<file path="src/rtl/division_pkg.sv">
// Shared types for the sequential restoring divider: FSM state encoding and
// step-counter sizing helper.
package division_pkg;

    typedef enum logic [1:0] {
        S_IDLE = 2'd0,
        S_RUN  = 2'd1,
        S_DONE = 2'd2
    } state_e;

    // Counter must hold 0..WIDTH.
    function automatic int cnt_width(input int width);
        return $clog2(width + 1);
    endfunction

endpackage

</file>
<file path="src/rtl/division_step.sv">
// One combinational restoring-division step: shift {rem, quo} left by one,
// trial-subtract the divisor, keep the difference when it is non-negative.
module division_step #(
    parameter int WIDTH = 32
) (
    input  logic [WIDTH-1:0] rem,
    input  logic [WIDTH-1:0] quo,
    input  logic [WIDTH-1:0] divisor,
    output logic [WIDTH-1:0] rem_next,
    output logic [WIDTH-1:0] quo_next
);

    logic [WIDTH:0] rem_sh;
    logic [WIDTH:0] trial;

    always_comb begin
        rem_sh = {rem, quo[WIDTH-1]};
        trial  = rem_sh - {1'b0, divisor};
        // Top bit of the extended difference is the borrow: restore on borrow.
        if (trial[WIDTH]) begin
            rem_next = rem_sh[WIDTH-1:0];
            quo_next = {quo[WIDTH-2:0], 1'b0};
        end else begin
            rem_next = trial[WIDTH-1:0];
            quo_next = {quo[WIDTH-2:0], 1'b1};
        end
    end

endmodule

</file>
<file path="src/rtl/division_seq.sv">
// Multi-cycle restoring divider, fixed WIDTH+1 edge latency, busy/done handshake.
// Define DIV_SIGNED_EN to honour signed_op (two's-complement, truncating divide).
module division_seq
    import division_pkg::*;
#(
    parameter int WIDTH = 32
) (
    input  logic             clock,
    input  logic             reset_n,
    input  logic             start,
    input  logic             signed_op,
    input  logic [WIDTH-1:0] a,
    input  logic [WIDTH-1:0] b,
    output logic [WIDTH-1:0] q,
    output logic [WIDTH-1:0] r,
    output logic             busy,
    output logic             done,
    output logic             div_by_zero,
    output logic [1:0]       state_dbg
);

    // Handshake: start is sampled only in IDLE or DONE (accept edge T0); busy is
    // high for the WIDTH cycles of RUN and start is ignored there; done pulses for
    // one cycle in DONE, from which q/r/div_by_zero are valid and held until the
    // next completion. Accepting in DONE gives back-to-back operation.
    localparam int CW = cnt_width(WIDTH);
    localparam logic [CW-1:0] LAST_STEP = CW'(WIDTH - 1);

    state_e           state_q, state_d;
    logic [CW-1:0]    cnt_q, cnt_d;
    logic [WIDTH-1:0] rem_q, rem_d;
    logic [WIDTH-1:0] quo_q, quo_d;
    logic [WIDTH-1:0] div_q, div_d;
    logic [WIDTH-1:0] q_q, q_d;
    logic [WIDTH-1:0] r_q, r_d;
    logic             dbz_q, dbz_d;

    logic [WIDTH-1:0] a_mag, b_mag;
    logic [WIDTH-1:0] step_rem, step_quo;
    logic [WIDTH-1:0] res_q, res_r;

`ifdef DIV_SIGNED_EN
    logic a_neg, b_neg;
    logic qneg_q, qneg_d;
    logic rneg_q, rneg_d;

    always_comb begin
        a_neg = signed_op & a[WIDTH-1];
        b_neg = signed_op & b[WIDTH-1];
        a_mag = a_neg ? -a : a;
        b_mag = b_neg ? -b : b;
        // A zero divisor keeps the all-ones quotient; the remainder sign fix
        // then reproduces the original dividend.
        res_q = (qneg_q && (div_q != '0)) ? -step_quo : step_quo;
        res_r = rneg_q ? -step_rem : step_rem;
    end
`else
    logic unused_signed_op;

    assign unused_signed_op = signed_op;

    always_comb begin
        a_mag = a;
        b_mag = b;
        res_q = step_quo;
        res_r = step_rem;
    end
`endif

    division_step #(.WIDTH(WIDTH)) u_step (
        .rem      (rem_q),
        .quo      (quo_q),
        .divisor  (div_q),
        .rem_next (step_rem),
        .quo_next (step_quo)
    );

    always_comb begin
        state_d = state_q;
        cnt_d   = cnt_q;
        rem_d   = rem_q;
        quo_d   = quo_q;
        div_d   = div_q;
        q_d     = q_q;
        r_d     = r_q;
        dbz_d   = dbz_q;
`ifdef DIV_SIGNED_EN
        qneg_d  = qneg_q;
        rneg_d  = rneg_q;
`endif
        case (state_q)
            S_IDLE, S_DONE: begin
                if (start) begin
                    state_d = S_RUN;
                    cnt_d   = '0;
                    rem_d   = '0;
                    quo_d   = a_mag;
                    div_d   = b_mag;
`ifdef DIV_SIGNED_EN
                    qneg_d  = a_neg ^ b_neg;
                    rneg_d  = a_neg;
`endif
                end else begin
                    state_d = S_IDLE;
                end
            end
            S_RUN: begin
                rem_d = step_rem;
                quo_d = step_quo;
                cnt_d = cnt_q + CW'(1);
                if (cnt_q == LAST_STEP) begin
                    state_d = S_DONE;
                    q_d     = res_q;
                    r_d     = res_r;
                    dbz_d   = (div_q == '0);
                end
            end
            default: state_d = S_IDLE;
        endcase
    end

    always_ff @(posedge clock or negedge reset_n) begin
        if (!reset_n) begin
            state_q <= S_IDLE;
            cnt_q   <= '0;
            rem_q   <= '0;
            quo_q   <= '0;
            div_q   <= '0;
            q_q     <= '0;
            r_q     <= '0;
            dbz_q   <= 1'b0;
`ifdef DIV_SIGNED_EN
            qneg_q  <= 1'b0;
            rneg_q  <= 1'b0;
`endif
        end else begin
            state_q <= state_d;
            cnt_q   <= cnt_d;
            rem_q   <= rem_d;
            quo_q   <= quo_d;
            div_q   <= div_d;
            q_q     <= q_d;
            r_q     <= r_d;
            dbz_q   <= dbz_d;
`ifdef DIV_SIGNED_EN
            qneg_q  <= qneg_d;
            rneg_q  <= rneg_d;
`endif
        end
    end

    assign q           = q_q;
    assign r           = r_q;
    assign div_by_zero = dbz_q;
    assign busy        = (state_q == S_RUN);
    assign done        = (state_q == S_DONE);
    assign state_dbg   = state_q;

endmodule

</file>
<file path="config.mk">
export PLATFORM = sky130hd
export DESIGN_NAME = division_seq
export DESIGN_NICKNAME = d
export VERILOG_FILES = /design/src/rtl/division_pkg.sv /design/src/rtl/division_step.sv /design/src/rtl/division_seq.sv
export SDC_FILE = /design/constraint.sdc
export NUM_CORES = 1
export LEC_CHECK = 0
export ABC_AREA = 1
export CORE_MARGIN = 10
export CORE_UTILIZATION = 55
export CTS_CLUSTER_DIAMETER = 200
export DETAILED_ROUTE_END_ITERATION = 16
export GPL_TIMING_DRIVEN = 0
export PLACE_DENSITY = 0.8
export SKIP_LAST_GASP = 1
export SYNTH_ARGS = -nofsm -noshare
export SYNTH_HDL_FRONTEND = slang
export SYNTH_SLANG_ARGS = --single-unit
</file>
<file path="constraint.sdc">
create_clock -name clock -period 2.9 [get_ports clock]
set_input_delay 0.435 -clock clock [delete_from_list [all_inputs] [get_ports clock]]
set_output_delay 0.435 -clock clock [all_outputs]
set_load 0.005 [all_outputs]
</file>
## Word level (Yosys, flattened, before mapping)

Index checks and enable logic that the tools add are counted.

| storage, ports and cells | value |
|---|---|
| bits in writable memories | 0 |
| latch bits | 0 |
| memories | 0 |
| memory bits (read-only) | 0 |
| register bits | 169 |
| bits of input ports | 68 |

| cells by class | value |
|---|---|
| shifts and indexed selects | 0 |
| reductions and logical operators | 7 |
| eq/ne operators | 5 |
| div/mod/pow operators | 0 |
| add/subtract/negate cells | 2 |
| mux-type cells | 11 |
| bitwise gates (word level) | 0 |
| $mul | 0 |
| magnitude comparators | 0 |

Operator list:

| cell | count |
|---|---|
| 32-bit case mux with 2 select lines | 2 |
| 32-bit 2-to-1 mux | 3 |
| 33-bit by 32-bit subtractor with 33-bit output | 1 |
| 32-bit zero test | 1 |
| 6-bit case mux with 2 select lines | 1 |
| 6-bit by 1-bit adder with 6-bit output (second input constant) | 1 |
| 6-bit by 5-bit equality test with 1-bit output (second input constant) | 1 |
| 6-bit 2-to-1 mux | 1 |
| 2-bit AND reduction | 3 |
| 2-bit case mux with 2 select lines | 1 |
| 2-bit by 1-bit equality test with 1-bit output (second input constant) | 1 |
| 2-bit equality test (second input constant) | 1 |
| 2-bit zero test | 1 |
| 1-bit 2-to-1 mux | 2 |
| 2-bit 2-to-1 mux | 1 |
| 2-bit by 1-bit inequality test with 1-bit output (second input constant) | 1 |
| 2-bit inequality test (second input constant) | 1 |
| 2-bit nonzero test | 1 |
| 2-bit OR reduction | 1 |

## Longest topological paths before layout

Gate-level depths: netlist of the first run.

| depth | value |
|---|---|
| depth after elaboration | 4 |
| depth in mapped cells | 19 |
| depth with buffers taken out | 18 |

## Modules after synthesis

From an unflattened synthesis of the first run, not the netlist that was laid out.

| unflattened totals | value |
|---|---|
| cells, all modules | 1451 |
| area, all modules | 10485.1 µm² |

Modules (own cells, without submodules):

| module | cells an instance | area each (µm²) | instances |
|---|---|---|---|
| division_seq | 736 | 6991.7 | 1 |
| division_step | 715 | 3493.4 | 1 |

## Worst setup path after synthesis of the first run

OpenSTA, ideal clock, no wires.

| timing path | value |
|---|---|
| kind | reg-to-reg |
| from | reg quo_q[31] |
| to | reg rem_q[28] |
| data arrival time | 2.090 ns |
| buffers on the path | 1 |
| stages on the path, launching flop included | 20 |
| data required time | 2.783 ns |
| setup slack | 0.694 ns |
| library setup time | 0.117 ns |
| cell sequence | dfrtp_1 > inv_1 > ha_1 > inv_1 > fa_1 > nand2_1 > nand2_1 > nand3_1 > nand2_2 > nand2_2 > nand2_2 > nand2_4 > nand2_2 > nand2_4 > nand2_8 > buf_8 > nand2_2 > nand2_1 > nand2_1 > nand2_1 |

| between the ends | value |
|---|---|
| longest elaborated chain between the ends | 3 |

RTL lines:

| item | RTL line | source |
|---|---|---|
| start, declared | division_seq.sv:32 | `logic [WIDTH-1:0] quo_q, quo_d;` |
| start signal, assigned | division_seq.sv:140 | `quo_q <= quo_d;` |
| 33-bit by 32-bit subtractor with 33-bit output | division_step.sv:18 | `trial = rem_sh - {1'b0, divisor};` |
| 32-bit 2-to-1 mux | division_step.sv:20 | `if (trial[WIDTH]) begin` |
| 32-bit case mux with 2 select lines | division_seq.sv:91 | `case (state_q)` |
| end signal, assigned | division_seq.sv:139 | `rem_q <= rem_d;` |
| end, declared | division_seq.sv:31 | `logic [WIDTH-1:0] rem_q, rem_d;` |

Every way passes these cells.
A chain may end at the register's enable or synchronous reset.

## Final worst setup path of the first run

| timing path | value |
|---|---|
| from | reg state_q[0], in the netlist state_dbg[0] |
| to | out busy |

| between the ends | value |
|---|---|
| longest elaborated chain between the ends | 1 |

RTL lines:

| item | RTL line | source |
|---|---|---|
| start, declared | division_seq.sv:29 | `state_e state_q, state_d;` |
| start signal, assigned | division_seq.sv:137 | `state_q <= state_d;` |
| 2-bit by 1-bit equality test with 1-bit output | division_seq.sv:155 | `assign busy = (state_q == S_RUN);` |
| end, declared | division_seq.sv:16 | `output logic busy,` |

Every way passes these cells.

==> results.sh, run 1 <==
export IMPL_grt_pass1_wl_mm=48.7
export IMPL_area_growth_pct=23.0
export IMPL_crit_fanout=10
export IMPL_core_area_um2=17400
export IMPL_dr_pass1_iters=5
export IMPL_endpoint_kind="output pin"
export IMPL_synth_fp_nets=1454
export IMPL_violations="hold timing"
export IMPL_final_antenna_net_count=0
export IMPL_fmax_mhz=368
export IMPL_clock_skew_ps=14.1
export IMPL_port_buffers=135
export IMPL_power_uw=17400
export IMPL_syn_inst=1352
export IMPL_hpwl_mm=23.2
export IMPL_first_iter_violations=798
export IMPL_dieArea_um2=23500
export IMPL_worstSetupStartpointType="register"
export IMPL_cap_violations=0
export IMPL_wl_per_cell_um=17.2
export IMPL_reg2reg_depth=17
export IMPL_layout_min_cycle_time_ps=2720
export IMPL_grt_max_degree=94
export IMPL_place_ws_ps=235
export IMPL_hold_slack_ps=-2.23
export IMPL_power_leakage_uw=0.00623
export IMPL_grtUsageTotal=0.255
export IMPL_cts_sinks=169
export IMPL_pin_count=137
export IMPL_rsz0062_at_grt="false"
export IMPL_ctsHoldBuffers=0
export IMPL_syn_avg_cell_area_um2=7.21
export IMPL_post_cts_buffers=0
export IMPL_finalSetupViolations=0
export IMPL_final_cell_mix="nand2_1, inv_1, dfrtp_1"
export IMPL_outcome="finished with violations"
export IMPL_drv_slew=0
export IMPL_crit_arrival_ps=2280
export IMPL_cts_root_buf="clkbuf_16"
export IMPL_cts_max_level=4
export IMPL_worstMarginPinSlew_ps=729
export IMPL_ys_ff_latch=169
export IMPL_critical_path_class="reg2out"
export IMPL_initial_core_util=0.562
export IMPL_rows=48
export IMPL_setup_slack_ps=184
export IMPL_grt_pass1_vias=8853
export IMPL_slowest_delay_ps=560
export IMPL_avgViaCountPerCell=5.27
export IMPL_synth_seq_area_share=0.434
export IMPL_yosysWarningCount=0
export IMPL_maxSlewHeadroom=0.514
export IMPL_final_common_cell="nand2_1"
export IMPL_required_ps=2470
export IMPL_gp_congestion=0.976
export IMPL_drive_above_1_share=0.0487
export IMPL_fp_dieH_um=153
export IMPL_antenna_found_initial=0
export IMPL_vdd_ir_drop_max_mv=0.623
export IMPL_cts_buffer_depth=2
export IMPL_cts_repair_resized=0
export IMPL_hp_class="in2async"
export IMPL_clk_latency_ps=450
export IMPL_cpMaxStageDelayCell="clkdlybuf4s50_1"
export IMPL_nets=1609
export IMPL_crit_chain="inv_1, nor2_1, buf_2, clkdlybuf4s50_1"
export IMPL_yosysUniqueCellTypes=38
export IMPL_wl_mm=29.9
export IMPL_hold_viol_final=1
export IMPL_n_fill_cell=1527
export IMPL_syn_area_um2=9750
export IMPL_fin_crit_sh=0.937
export IMPL_vias=9186
export IMPL_drc=0
export IMPL_die_x_um=153
export IMPL_diodes=0
export IMPL_grt_overflow=0
export IMPL_powerDensity_nw_per_um2=1450
export IMPL_cts_tree="yes"
export IMPL_clk_pin_slew_ps=70
export IMPL_numCtsBuffers=17
## cell usage after synthesis (all sizes together)
cell	instances	area share
xor2	1	0.00090
o21bai	2	0.0015
nand3	88	0.046
o31ai	1	0.00077
nand4	11	0.0071
fa	1	0.0021
nor4	8	0.0051
nand2	555	0.22
nor2	45	0.018
and3	1	0.00064
a21o	1	0.00077
a22oi	1	0.00077
o21ai	66	0.034
nor3	5	0.0026
and2	7	0.0045
clkbuf	28	0.011
nand3b	24	0.018
xnor2	14	0.013
ha	33	0.042
o22ai	2	0.0013
o211ai	1	0.00077
inv	217	0.084
dfrtp	169	0.43
a31oi	1	0.00064
a21oi	22	0.012
buf	17	0.012
o221ai	31	0.028
## critical path, delay by kind of cell (launching register included)
family	cells	cell delay [ps]
flip-flops	1	390
buffers and inverters	3	1010
AND/OR/NAND/NOR	1	440
## stage by stage
stage	setup TNS [ps]	utilization	std cells	cell area, um^2
finish	0	0.691	1744	12000
global route	0	0.691	1744	12000
CTS	0	0.691	1744	12000
detailed placement	0	0.658	1713	11400
global placement	-925240	0.656	1712	11400
floorplan	0	-	1352	9750
## report_power, final
| part | internal (uW) | switching [uW] |
|---|---|---|
| registers | 3450 | 617 |
| logic | 4040 | 7020 |
| clock network | 1150 | 1120 |
| total | 8640 | 8760 |
## metal layers
| metal | GRT usage | share of wire | up-vias | routed length [um] |
|---|---|---|---|---|
| met1 | 0.342 | 0.45 | 4275 | 13500 |
| li1 | - | - | 4552 | - |
| met3 | 0.0488 | 0.068 | 41 | 2050 |
| met5 | 0 | 0 | - | 0 |
| met4 | 0.0690 | 0.015 | 0 | 460 |
| met2 | 0.413 | 0.47 | 318 | 14000 |
## registers in the layout, indices dropped and copies added, names as in the netlist
register and flops:
r 32, cnt_q 6, quo_q 32, div_by_zero 1, div_q 32, state_dbg 2
rem_q 32, q 32
## area by class of cell
cell class	count	area, um^2	area share
clock inverter	14	151	0.0126
tap	225	282	0.0235
timing repair buffer	136	1380	0.115
multi-input combinational	921	4490	0.374
buffer	45	219	0.0183
clock buffer	17	425	0.0355
sequential	169	4230	0.353
inverter	217	815	0.0679
## cells by family after synthesis
group,Yosys count,share of synthesized area
AND/OR/NAND/NOR,744,0.322
buffers and inverters,262,0.106
flip-flops,169,0.434
AO/OA/AOI/OAI,128,0.0803
adder cells (fa/ha/maj),34,0.0444
XOR/XNOR,15,0.0135
## path summary, 6_finish.rpt
path	slack, ps	to	startpoint
hold / removal	-2	r[8]	reset_n
hold reg to reg	480	r[22]	r[22]
max in group asynchronous	2030	rem_q[31]	reset_n
min in group clock	480	r[22]	r[22]
setup / recovery	180	busy	state_dbg[0]
setup reg to reg	200	r[24]	quo_q[31]
No activity file was read; power rests on OpenSTA's default activity.
==> run 2: changes to the inputs <==
==> constraint.sdc (replaced) <==
create_clock -name clock -period 3.4 [get_ports clock]
set_input_delay 0.51 -clock clock [delete_from_list [all_inputs] [get_ports clock]]
set_output_delay 0.51 -clock clock [all_outputs]
set_load 0.005 [all_outputs]
==> results of run 2 <==
Same layout as run 1 (identical final DEF). Status: finished, final reports clean.
Among the figures that moved: setup slack after placement 235 ps -> 668 ps; setup slack after layout 184 ps -> 609 ps; hold slack -2.23 ps -> 72.8 ps; number of hold violations in the final report 1 -> 0; register-to-register setup slack 200 ps -> 700 ps; total power 17400 uW -> 14800 uW; worst IR drop on VDD 0.623 mV -> 0.532 mV
==> edit, RTL diff (config.mk and constraints of run 2) <==
`q_q` and `r_q` no longer have a reset.
--- a/src/rtl/division_seq.sv
+++ b/src/rtl/division_seq.sv
@@ -126,8 +126,6 @@
             rem_q   <= '0;
             quo_q   <= '0;
             div_q   <= '0;
-            q_q     <= '0;
-            r_q     <= '0;
             dbz_q   <= 1'b0;
 `ifdef DIV_SIGNED_EN
             qneg_q  <= 1'b0;
@@ -139,14 +137,17 @@
             rem_q   <= rem_d;
             quo_q   <= quo_d;
             div_q   <= div_d;
-            q_q     <= q_d;
-            r_q     <= r_d;
             dbz_q   <= dbz_d;
 `ifdef DIV_SIGNED_EN
             qneg_q  <= qneg_d;
             rneg_q  <= rneg_d;
 `endif
         end
+    end
+
+    always_ff @(posedge clock) begin
+        q_q <= q_d;
+        r_q <= r_d;
     end
 
     assign q           = q_q;
Formal check against the unedited RTL: same outputs for any inputs over 10 cycles, from zero or initial values and one cycle with reset_n low; that may be too few to reach the edited logic, so the function may still have changed.
==> edit against run 2 <==
  * Sequential cell count is the same
  * Critical path type is now flop to flop
  * Critical endpoint is now r[12]
  * Setup slack better by 22 ps
  * Cell area fell by 1.0%
  * First-iteration DRC count down 13%
  * Area after synthesis down 2.1%
  * Global-route usage fell by 2.0 points
  * Synthesized cell count shrank 9.2%
  * Wire length is 12% lower
  * Largest cell class is now sequential cells
Power is not compared: it rests on default switching activity, and its combinational part moved more than twofold at a synthesized area within 25%.
==> edit: results (changes against run 2) <==
STA
  • Relative slew slack: 0.513 (-0.000974)
  • Hold Slack: 64.0 ps (-8.81 ps)
  • Clk_skew: 10.8 ps (-3.30 ps)
  • Period utilisation layout: 0.814 (-0.00653)

Power and ir drop
  • Int Pwr: 0.00533 W
  • Leak: around 6 nW
  • Peak supply drop: 0.000446 V

Worst setup path
  • Slowest stage delay, CP: 440 ps (-120 ps)
  • Slowest CP cell: fa_1
  • Crit-path leading delay family: simple AND/OR/NAND/NOR gates
  • R2R setup slack: 630 ps (-70 ps)
  • Crit Path Max Fanout: 10 (unchanged)
  • Crit path DAT: 2970 ps (+690 ps)

Detailed routing
  • Wire per inst: 16.3 um (-5.0%)
  • Starting DRT DRC Count: 695 (-13%)
  • Routed vias/inst: 5.15 (-2.2%)
  • Pre-Repair DR Iteration Count: 5 (unchanged)
  • Routed Wire Length: 26.5 mm (-12%)

Logic synthesis
  • Netlist cell types: 37 (-2.6%)
  • Syn nets: 1330 (-8.5%)
  • Largest cells by area after synthesis: dfrtp_1 (28%), edfxtp_1 (20%), nand2_1 (15%), inv_1 (9.0%), nand3_1 (4.7%)
  • Post-synth top flop: dfrtp_1
  • Synthesis Warnings: 0 (unchanged)
  • Number of flops mapped to enable cells by yosys: 64 (+64)
  • Leading cell types by count after synthesis: nand2_1 (394), inv_1 (230), dfrtp_1 (105)
  • Asr flop ratio synth: 0.621 (-0.379)
  • Cell with the most instances after synthesis: nand2_1
  • Post-Syn Instances: 1228 (-9.2%)
  • Sequential element share of the synthesized area: 0.477 (+0.0429)

Outcome
  • Status: finished clean

Placement
  • Port bufs: 134 (-0.74%)
  • Placed Area: 11200 um^2 (-1.5%)
  • DP Wirelength: 20.1 mm (-13%)
  • Placer Congestion: 0.921 (-5.6%)
  • Pre-CTS setup slack: 645 ps (-23.3 ps)

Clock tree
  • # resized after CTS: 0 (unchanged)
  • Worst-case clock buffer depth: 2 (unchanged)
  • Clk pin slew, worst setup/hold paths: 70 ps (about the same)
  • CTS Root Cell: clkbuf_16
  • Post-CTS setup buffer count: 0 (unchanged)
  • CTS H-Tree Depth: 4 (unchanged)
  • CTS buffer count: 17 (unchanged)
  • Clk Latency, worst-skew pair: approximately 440 ps

GRT
  • Initial antenna violation count: 0 (unchanged)
  • Vias in the first global route: 8207 (-7.3%)
  • Total track usage: 0.235 (-0.0201)
  • First-pass GRT wire length: 42.3 mm (-13%)
  • Largest net degree at the start of global routing: 62 (-34%)

Finish
  • Nets: 1486 (-7.6%)
  • Share of layout cells above drive strength 1: 0.0580 (+0.00927)
  • Diode count: 0 (unchanged)

Min path
  • Hold crit path type: primary input to asynchronous set/reset pin
edit: path summary, 6_finish.rpt:
check | from | depth (start not counted) | end
hold / removal | reset_n | 1 | quo_q[14]
max in group asynchronous | reset_n | 2 | rem_q[17]
hold reg to reg | quo_q[19] | 0 | q[20]
min in group clock | quo_q[19] | 0 | q[20]
setup / recovery | quo_q[31] | 16 | r[12]
setup reg to reg | quo_q[31] | 16 | r[12]
edit: kinds of logic (layout without fill, tap and decap cells):
group | count (synthesis) | in the layout | share of synthesized area
fa+ha+maj | 34 | 34 | 0.0454
buf+inv | 270 | 439 | 0.111
simple gates | 645 | 645 | 0.289
flops | 169 | 169 | 0.477
compound gates | 95 | 95 | 0.0641
xor+xnor | 15 | 15 | 0.0138
edit: layer usage:
metal,track usage,vias to the layer above,routed length [um]
met4,0.0806,0,781
met3,0.0454,54,1560
met5,0,-,0
li1,-,4167,-
met2,0.394,259,12700
met1,0.299,3879,11400
edit: layout make-up:
class / count / area (um^2)
fillers: 1467 / 5300
flip-flops and latches: 169 / 4550
multi-input cells: 789 / 3940
repair buffers: 137 / 1410
inverters: 237 / 890
clock buffers: 17 / 425
well taps: 225 / 282
clock inverters: 15 / 206
plain buffers: 33 / 170
edit: power groups by stage:
stage | Sequential [W] | Combinational [W] | Clock [W]
global placement | 0.00289 | 0.00419 | 0
global route | 0.00291 | 0.00497 | 0.00217
floorplan | 0.00284 | 0.00325 | 0
finish | 0.00288 | 0.00437 | 0.00206
CTS | 0.00287 | 0.00435 | 0.00208
detailed placement | 0.00290 | 0.00429 | 0
